===== config.mk =====
export PLATFORM = sky130hd
export DESIGN_NAME = tag_scan_unit_flat
export DESIGN_NICKNAME = d
export VERILOG_FILES = /design/src/rtl/tag_scan_pkg.sv /design/src/rtl/tag_scan_if.sv /design/src/rtl/comp3.sv /design/src/rtl/tag_scan_unit.sv /design/src/flat_wrapper.sv
export SDC_FILE = /design/constraint.sdc
export NUM_CORES = 1
export LEC_CHECK = 0
export ABC_CLOCK_PERIOD_IN_PS = 2400
export CAP_MARGIN = 10
export CORE_MARGIN = 2
export CORE_UTILIZATION = 30
export CTS_CLUSTER_DIAMETER = 150
export DETAILED_ROUTE_END_ITERATION = 8
export HOLD_SLACK_MARGIN = 0.1
export RECOVER_POWER = 50
export REMOVE_ABC_BUFFERS = 1
export SKIP_LAST_GASP = 1
export SYNTH_ARGS = -nofsm -noshare
export SYNTH_HDL_FRONTEND = slang
export SYNTH_SLANG_ARGS = --single-unit

===== constraint.sdc =====
create_clock -name clk -period 2.4 [get_ports clk]
set_input_delay 0.48 -clock clk [delete_from_list [all_inputs] [get_ports clk]]
set_output_delay 0.48 -clock clk [all_outputs]
set_load 0.02 [all_outputs]

===== src/rtl/tag_scan_pkg.sv =====
// Shared types and constants for the tag scan unit.
// Holds the FSM state encoding and the index width.
package tag_scan_pkg;

  localparam int IDX_W = 3;

  typedef enum logic [1:0] {
    S_IDLE,
    S_SCAN,
    S_RESP
  } state_e;

endpackage


===== src/rtl/tag_scan_if.sv =====
// Lookup request/response handshake bundle.
// master: requester side; slave: the scan unit.
interface tag_scan_if #(
  parameter int TAG_W = 3
);
  import tag_scan_pkg::*;

  logic             req_valid;
  logic             req_ready;
  logic [TAG_W-1:0] req_key;
  logic             resp_valid;
  logic             resp_ready;
  logic             resp_hit;
  logic [IDX_W-1:0] resp_idx;

  modport master (
    output req_valid,
    output req_key,
    output resp_ready,
    input  req_ready,
    input  resp_valid,
    input  resp_hit,
    input  resp_idx
  );

  modport slave (
    input  req_valid,
    input  req_key,
    input  resp_ready,
    output req_ready,
    output resp_valid,
    output resp_hit,
    output resp_idx
  );

endinterface


===== src/rtl/comp3.sv =====
// 3-bit equality comparator.
// Ports: a, b operands; eq high when a == b.
module comp3 (
  input  logic [2:0] a,
  input  logic [2:0] b,
  output logic       eq
);

  assign eq = (a == b);

endmodule


===== src/rtl/tag_scan_unit.sv =====
// Sequential tag table lookup: one entry compared per cycle.
// Ports: clk, rst, table write (wr_*), clear, bus (req/resp).
module tag_scan_unit
  import tag_scan_pkg::*;
#(
  parameter int N_ENTRIES = 8,
  parameter int TAG_W     = 3
) (
  input  logic             clk,
  input  logic             rst,
  input  logic             wr_en,
  input  logic [2:0]       wr_idx,
  input  logic [TAG_W-1:0] wr_tag,
  input  logic             clear,
  tag_scan_if.slave        bus
);

  localparam logic [IDX_W-1:0] LAST =
    IDX_W'(N_ENTRIES - 1);

  logic [N_ENTRIES-1:0] valid_q;
  logic [TAG_W-1:0]     tag_q [N_ENTRIES];

  state_e           state_q, state_d;
  logic [IDX_W-1:0] ptr_q, ptr_d;
  logic [TAG_W-1:0] key_q, key_d;
  logic             hit_q, hit_d;
  logic [IDX_W-1:0] idx_q, idx_d;

  logic wr_ok;
  logic tag_eq;
  logic match;

  assign wr_ok = int'(wr_idx) < N_ENTRIES;

  always_ff @(posedge clk) begin
    if (rst) begin
      valid_q <= '0;
    end else if (clear) begin
      valid_q <= '0;
    end else if (wr_en && wr_ok) begin
      valid_q[wr_idx] <= 1'b1;
    end
  end

  always_ff @(posedge clk) begin
    if (!rst && !clear && wr_en && wr_ok) begin
      tag_q[wr_idx] <= wr_tag;
    end
  end

  comp3 u_comp (
    .a  (3'(tag_q[ptr_q])),
    .b  (3'(key_q)),
    .eq (tag_eq)
  );

  // Comparator only sees tags; validity gates it here.
  assign match = valid_q[ptr_q] && tag_eq;

  always_comb begin
    state_d = state_q;
    ptr_d   = ptr_q;
    key_d   = key_q;
    hit_d   = hit_q;
    idx_d   = idx_q;
    unique case (state_q)
      S_IDLE: begin
        if (bus.req_valid) begin
          key_d   = bus.req_key;
          ptr_d   = '0;
          state_d = S_SCAN;
        end
      end
      S_SCAN: begin
        if (match) begin
          hit_d   = 1'b1;
          idx_d   = ptr_q;
          state_d = S_RESP;
        end else if (ptr_q == LAST) begin
          hit_d   = 1'b0;
          idx_d   = '0;
          state_d = S_RESP;
        end else begin
          ptr_d = ptr_q + 1'b1;
        end
      end
      S_RESP: begin
        if (bus.resp_ready) begin
          state_d = S_IDLE;
        end
      end
      default: state_d = S_IDLE;
    endcase
  end

  always_ff @(posedge clk) begin
    if (rst) begin
      state_q <= S_IDLE;
      ptr_q   <= '0;
      key_q   <= '0;
      hit_q   <= 1'b0;
      idx_q   <= '0;
    end else begin
      state_q <= state_d;
      ptr_q   <= ptr_d;
      key_q   <= key_d;
      hit_q   <= hit_d;
      idx_q   <= idx_d;
    end
  end

  // Handshake outputs drop as soon as rst rises.
  assign bus.req_ready  = (state_q == S_IDLE) && !rst;
  assign bus.resp_valid = (state_q == S_RESP) && !rst;
  assign bus.resp_hit   = hit_q;
  assign bus.resp_idx   = idx_q;

endmodule


===== src/flat_wrapper.sv =====
// flat-port wrapper written by rule: the top's interface ports become plain ports
module tag_scan_unit_flat import tag_scan_pkg::*;
#(
  parameter int N_ENTRIES = 8,
  parameter int TAG_W     = 3
)
  (clk, rst, wr_en, wr_idx, wr_tag, clear, bus_req_valid, bus_req_key, bus_resp_ready, bus_req_ready, bus_resp_valid, bus_resp_hit, bus_resp_idx);
  tag_scan_if #(.TAG_W(TAG_W)) bus_i ();
  input  logic clk;
  input  logic rst;
  input  logic wr_en;
  input  logic [2:0] wr_idx;
  input  logic [TAG_W-1:0] wr_tag;
  input  logic clear;
  input wire logic [$bits(bus_i.req_valid)-1:0] bus_req_valid;
  input wire logic [$bits(bus_i.req_key)-1:0] bus_req_key;
  input wire logic [$bits(bus_i.resp_ready)-1:0] bus_resp_ready;
  output wire logic [$bits(bus_i.req_ready)-1:0] bus_req_ready;
  output wire logic [$bits(bus_i.resp_valid)-1:0] bus_resp_valid;
  output wire logic [$bits(bus_i.resp_hit)-1:0] bus_resp_hit;
  output wire logic [$bits(bus_i.resp_idx)-1:0] bus_resp_idx;
  assign bus_i.req_valid = bus_req_valid;
  assign bus_i.req_key = bus_req_key;
  assign bus_i.resp_ready = bus_resp_ready;
  assign bus_req_ready = bus_i.req_ready;
  assign bus_resp_valid = bus_i.resp_valid;
  assign bus_resp_hit = bus_i.resp_hit;
  assign bus_resp_idx = bus_i.resp_idx;
  tag_scan_unit #(.N_ENTRIES(N_ENTRIES), .TAG_W(TAG_W)) u_core (.clk(clk), .rst(rst), .wr_en(wr_en), .wr_idx(wr_idx), .wr_tag(wr_tag), .clear(clear), .bus(bus_i));
endmodule

==> results.cfg <==
[run_status]
outcome = finished, final reports clean

[worst_setup_path]
r2r_cells = 6
worstPathRequired_ns = 1.92
cp-end-kind = primary output
path_class = input port to primary output
cpLargestDelayFamily = buffers and inverters
crit_top_cell = clkdlybuf4s50_1
path_buf_inv = 2
crit_cells = 3
cp_slowest_cell = clkdlybuf4s50_1
critPathArrivalTime_ns = 1.75
slowest_delay_ns = 0.62
start_kind = input port
cp_cell_sequence = clkdlybuf4s50_1, nor3_1, clkdlybuf4s50_1
critPathMaxFanout = 4

[synthesis]
ys_top_cells_by_area = edfxtp_1, dfxtp_1, mux2i_1, mux4_2, a21o_1
syn_inst = 144
synth_most_common_cell = edfxtp_1
synth.top_cell.area_share_pct = 36.9
synth_area_um2 = 1950
synthFlopType = edfxtp_1
synth_edf_count = 24
async_reset_ff_share_pct = 0
postSynthAreaPerCell_um2 = 13.6
ys_warn_count = 0
yosys-top-cells-count = edfxtp_1, dfxtp_1, mux2i_1
yosysTopAreaCell = edfxtp_1
synth_seq_cells = 47
ys_seq_area_share_pct = 60.5
synth_cell_types = 30

[final_layout]
layout.nets = 191
insertedDiodeCount = 0
drive_gt1_share_pct = 13.7
area_growth_pct = 20.8
finalNonFillerCells = 252

[clocking]
clk_pin_slew_ns = 0.09
cts_buffers = 5
postCtsSetupRepairBufs = 0
holdBufCountCts = 0
cts_resized = 0
ctsHtreeMaxLevel = 2
clockBufferDepth = 2
cts_tree = built
clkSinkCount = 47
insertion_delay_ns = 0.30
clockRootBuffer = clkbuf_8

[floorplanning]
die_h_um = 84.7
fp.dieArea_um2 = 7170
ios = 21
rows = 29
die_w_um = 84.7
start_util_pct = 30.9
placeableCoreArea_um2 = 6310

[timing]
fmax_mhz = 448
rsz0062_at_grt = no
tightestPinTransition_ns = 0.414
slew_viol_final = 0
period_share_pct = 93.0
hold_viol = 0
slew_headroom_pct = 72.3
min_period_ns = 2.23
fin_skew_ns = 0.00793
setup_tns_ns = 0
setup_viol_count_final = 0

[global_route]
grt_pass1_vias = 1114
grt_pass1_wl_um = 5730
grt.total_usage_pct = 10.4
grt_max_degree = 18
antenna_found_initial = 0
grt_overflow = 0

[place]
placement.io_buffers = 20
numPlacedInstances = 244
gp_congestion = 0.764
place_hpwl_um = 2570

[route]
via_per_inst = 4.62
firstDrtPassIters = 4
vias = 1163
ant_nets = 0
first_iter_violations = 54
wl_um = 3480
wire_per_inst_um = 13.8
drc_errors = 0

[power]
vdd_drop_max_mv = 0.319
p_leak_nw = 0.880
powerDensity_nw_per_um2 = 635

[flow_run]
drv_cap = 0

[min_path]
hold_depth = 1
min_path_type = flop to flop
-- routing by layer --
metal	wire, um	global-route usage (%)
met3	193	3.93
met4	25	3.90
met1	1780	15.1
met2	1480	14.1
met5	0	0
-- path summary, 6_finish.rpt --
kind / from / to / slack [ns]
setup / recovery: rst / bus_req_ready / 0.17
hold / removal: u_core.valid_q[7] / u_core.valid_q[7] / 0.46
setup reg to reg: flop / u_core.bus.resp_idx[1] / 0.24
hold reg to reg: u_core.valid_q[7] / u_core.valid_q[7] / 0.46
-- power by group --
part / leakage, nW / internal [mW] / switching, mW / total (mW)
logic: 0.430 / 0.0634 / 0.0602 / 0.124
clock network: 0.0467 / 0.216 / 0.289 / 0.505
registers: 0.403 / 0.858 / 0.0110 / 0.869
total: 0.880 / 1.14 / 0.360 / 1.50
-- worst reg2reg max path, delay by kind of cell, from the launching register on --
| kind | cells | cell delay [ns] |
|---|---|---|
| AO/OA/AOI/OAI | 1 | 0.13 |
| XOR/XNOR | 1 | 0.17 |
| flip-flops | 1 | 0.55 |
| multiplexers | 2 | 0.67 |
| AND/OR/NAND/NOR | 2 | 0.58 |
-- cell usage in the layout, fill, tap and decap left out, types with 2 or more instances in the layout --
master / n
nand2b_1: 5
a21oi_1: 5
mux2i_1: 15
nand2_1: 3
nand3_1: 4
mux4_2: 3
o21ai_2: 3
a21o_1: 8
buf_4: 6
xor2_1: 3
o31ai_1: 2
nor3b_1: 5
clkbuf_8: 5
dlygate4sd3_1: 7
ha_1: 2
dfxtp_1: 23
nor2_1: 12
o21ai_1: 5
mux4_1: 2
o211ai_1: 3
clkbuf_1: 2
nor3_1: 3
clkdlybuf4s50_1: 12
edfxtp_1: 24
-- registers in the layout (all words and copies together), names as in the netlist, named ones only --
name,cells
u_core.ptr_q,3
u_core.state_q,2
u_core.key_q,3
u_core.bus.resp_idx,3
u_core.valid_q,8
u_core.bus.resp_hit,1
u_core.tag_q,24
-- metrics by stage --
stage          util, %  power (mW)  hold slack (ns)  worst slack [ns]  cell area [um2]
6_report          37.4        1.50            0.456             0.169             2360
3_3_place_gp      35.9        1.01            0.430             0.139             2270
5_1_grt           37.4        1.57            0.473            0.0550             2360
4_1_cts           37.4        1.52            0.460             0.111             2360
3_5_place_dp      35.9        1.01            0.437             0.124             2270
2_1_floorplan        -       0.950            0.421             0.399             1910
-- layout make-up --
type	instances	area [um2]
Multi-Input combinational cell	91	726
Timing Repair Buffer	28	255
Inverter	1	3.75
Tap cell	77	96.3
Sequential cell	47	1180
Clock inverter	3	27.5
Clock buffer	5	68.8
Fill cell	638	3960
-- logic make-up after synthesis --
kind of cell               share of synthesized area (%)
AOI/OAI and AO/OA                                   9.55
xor gates and xnor gates                            1.35
adders and majority gates                           1.28
buffers and inverters                               2.31
DFF                                                 60.5
muxes                                               14.4
and+or+nand+nor                                     10.6
Power figures use the tool's default switching activity.
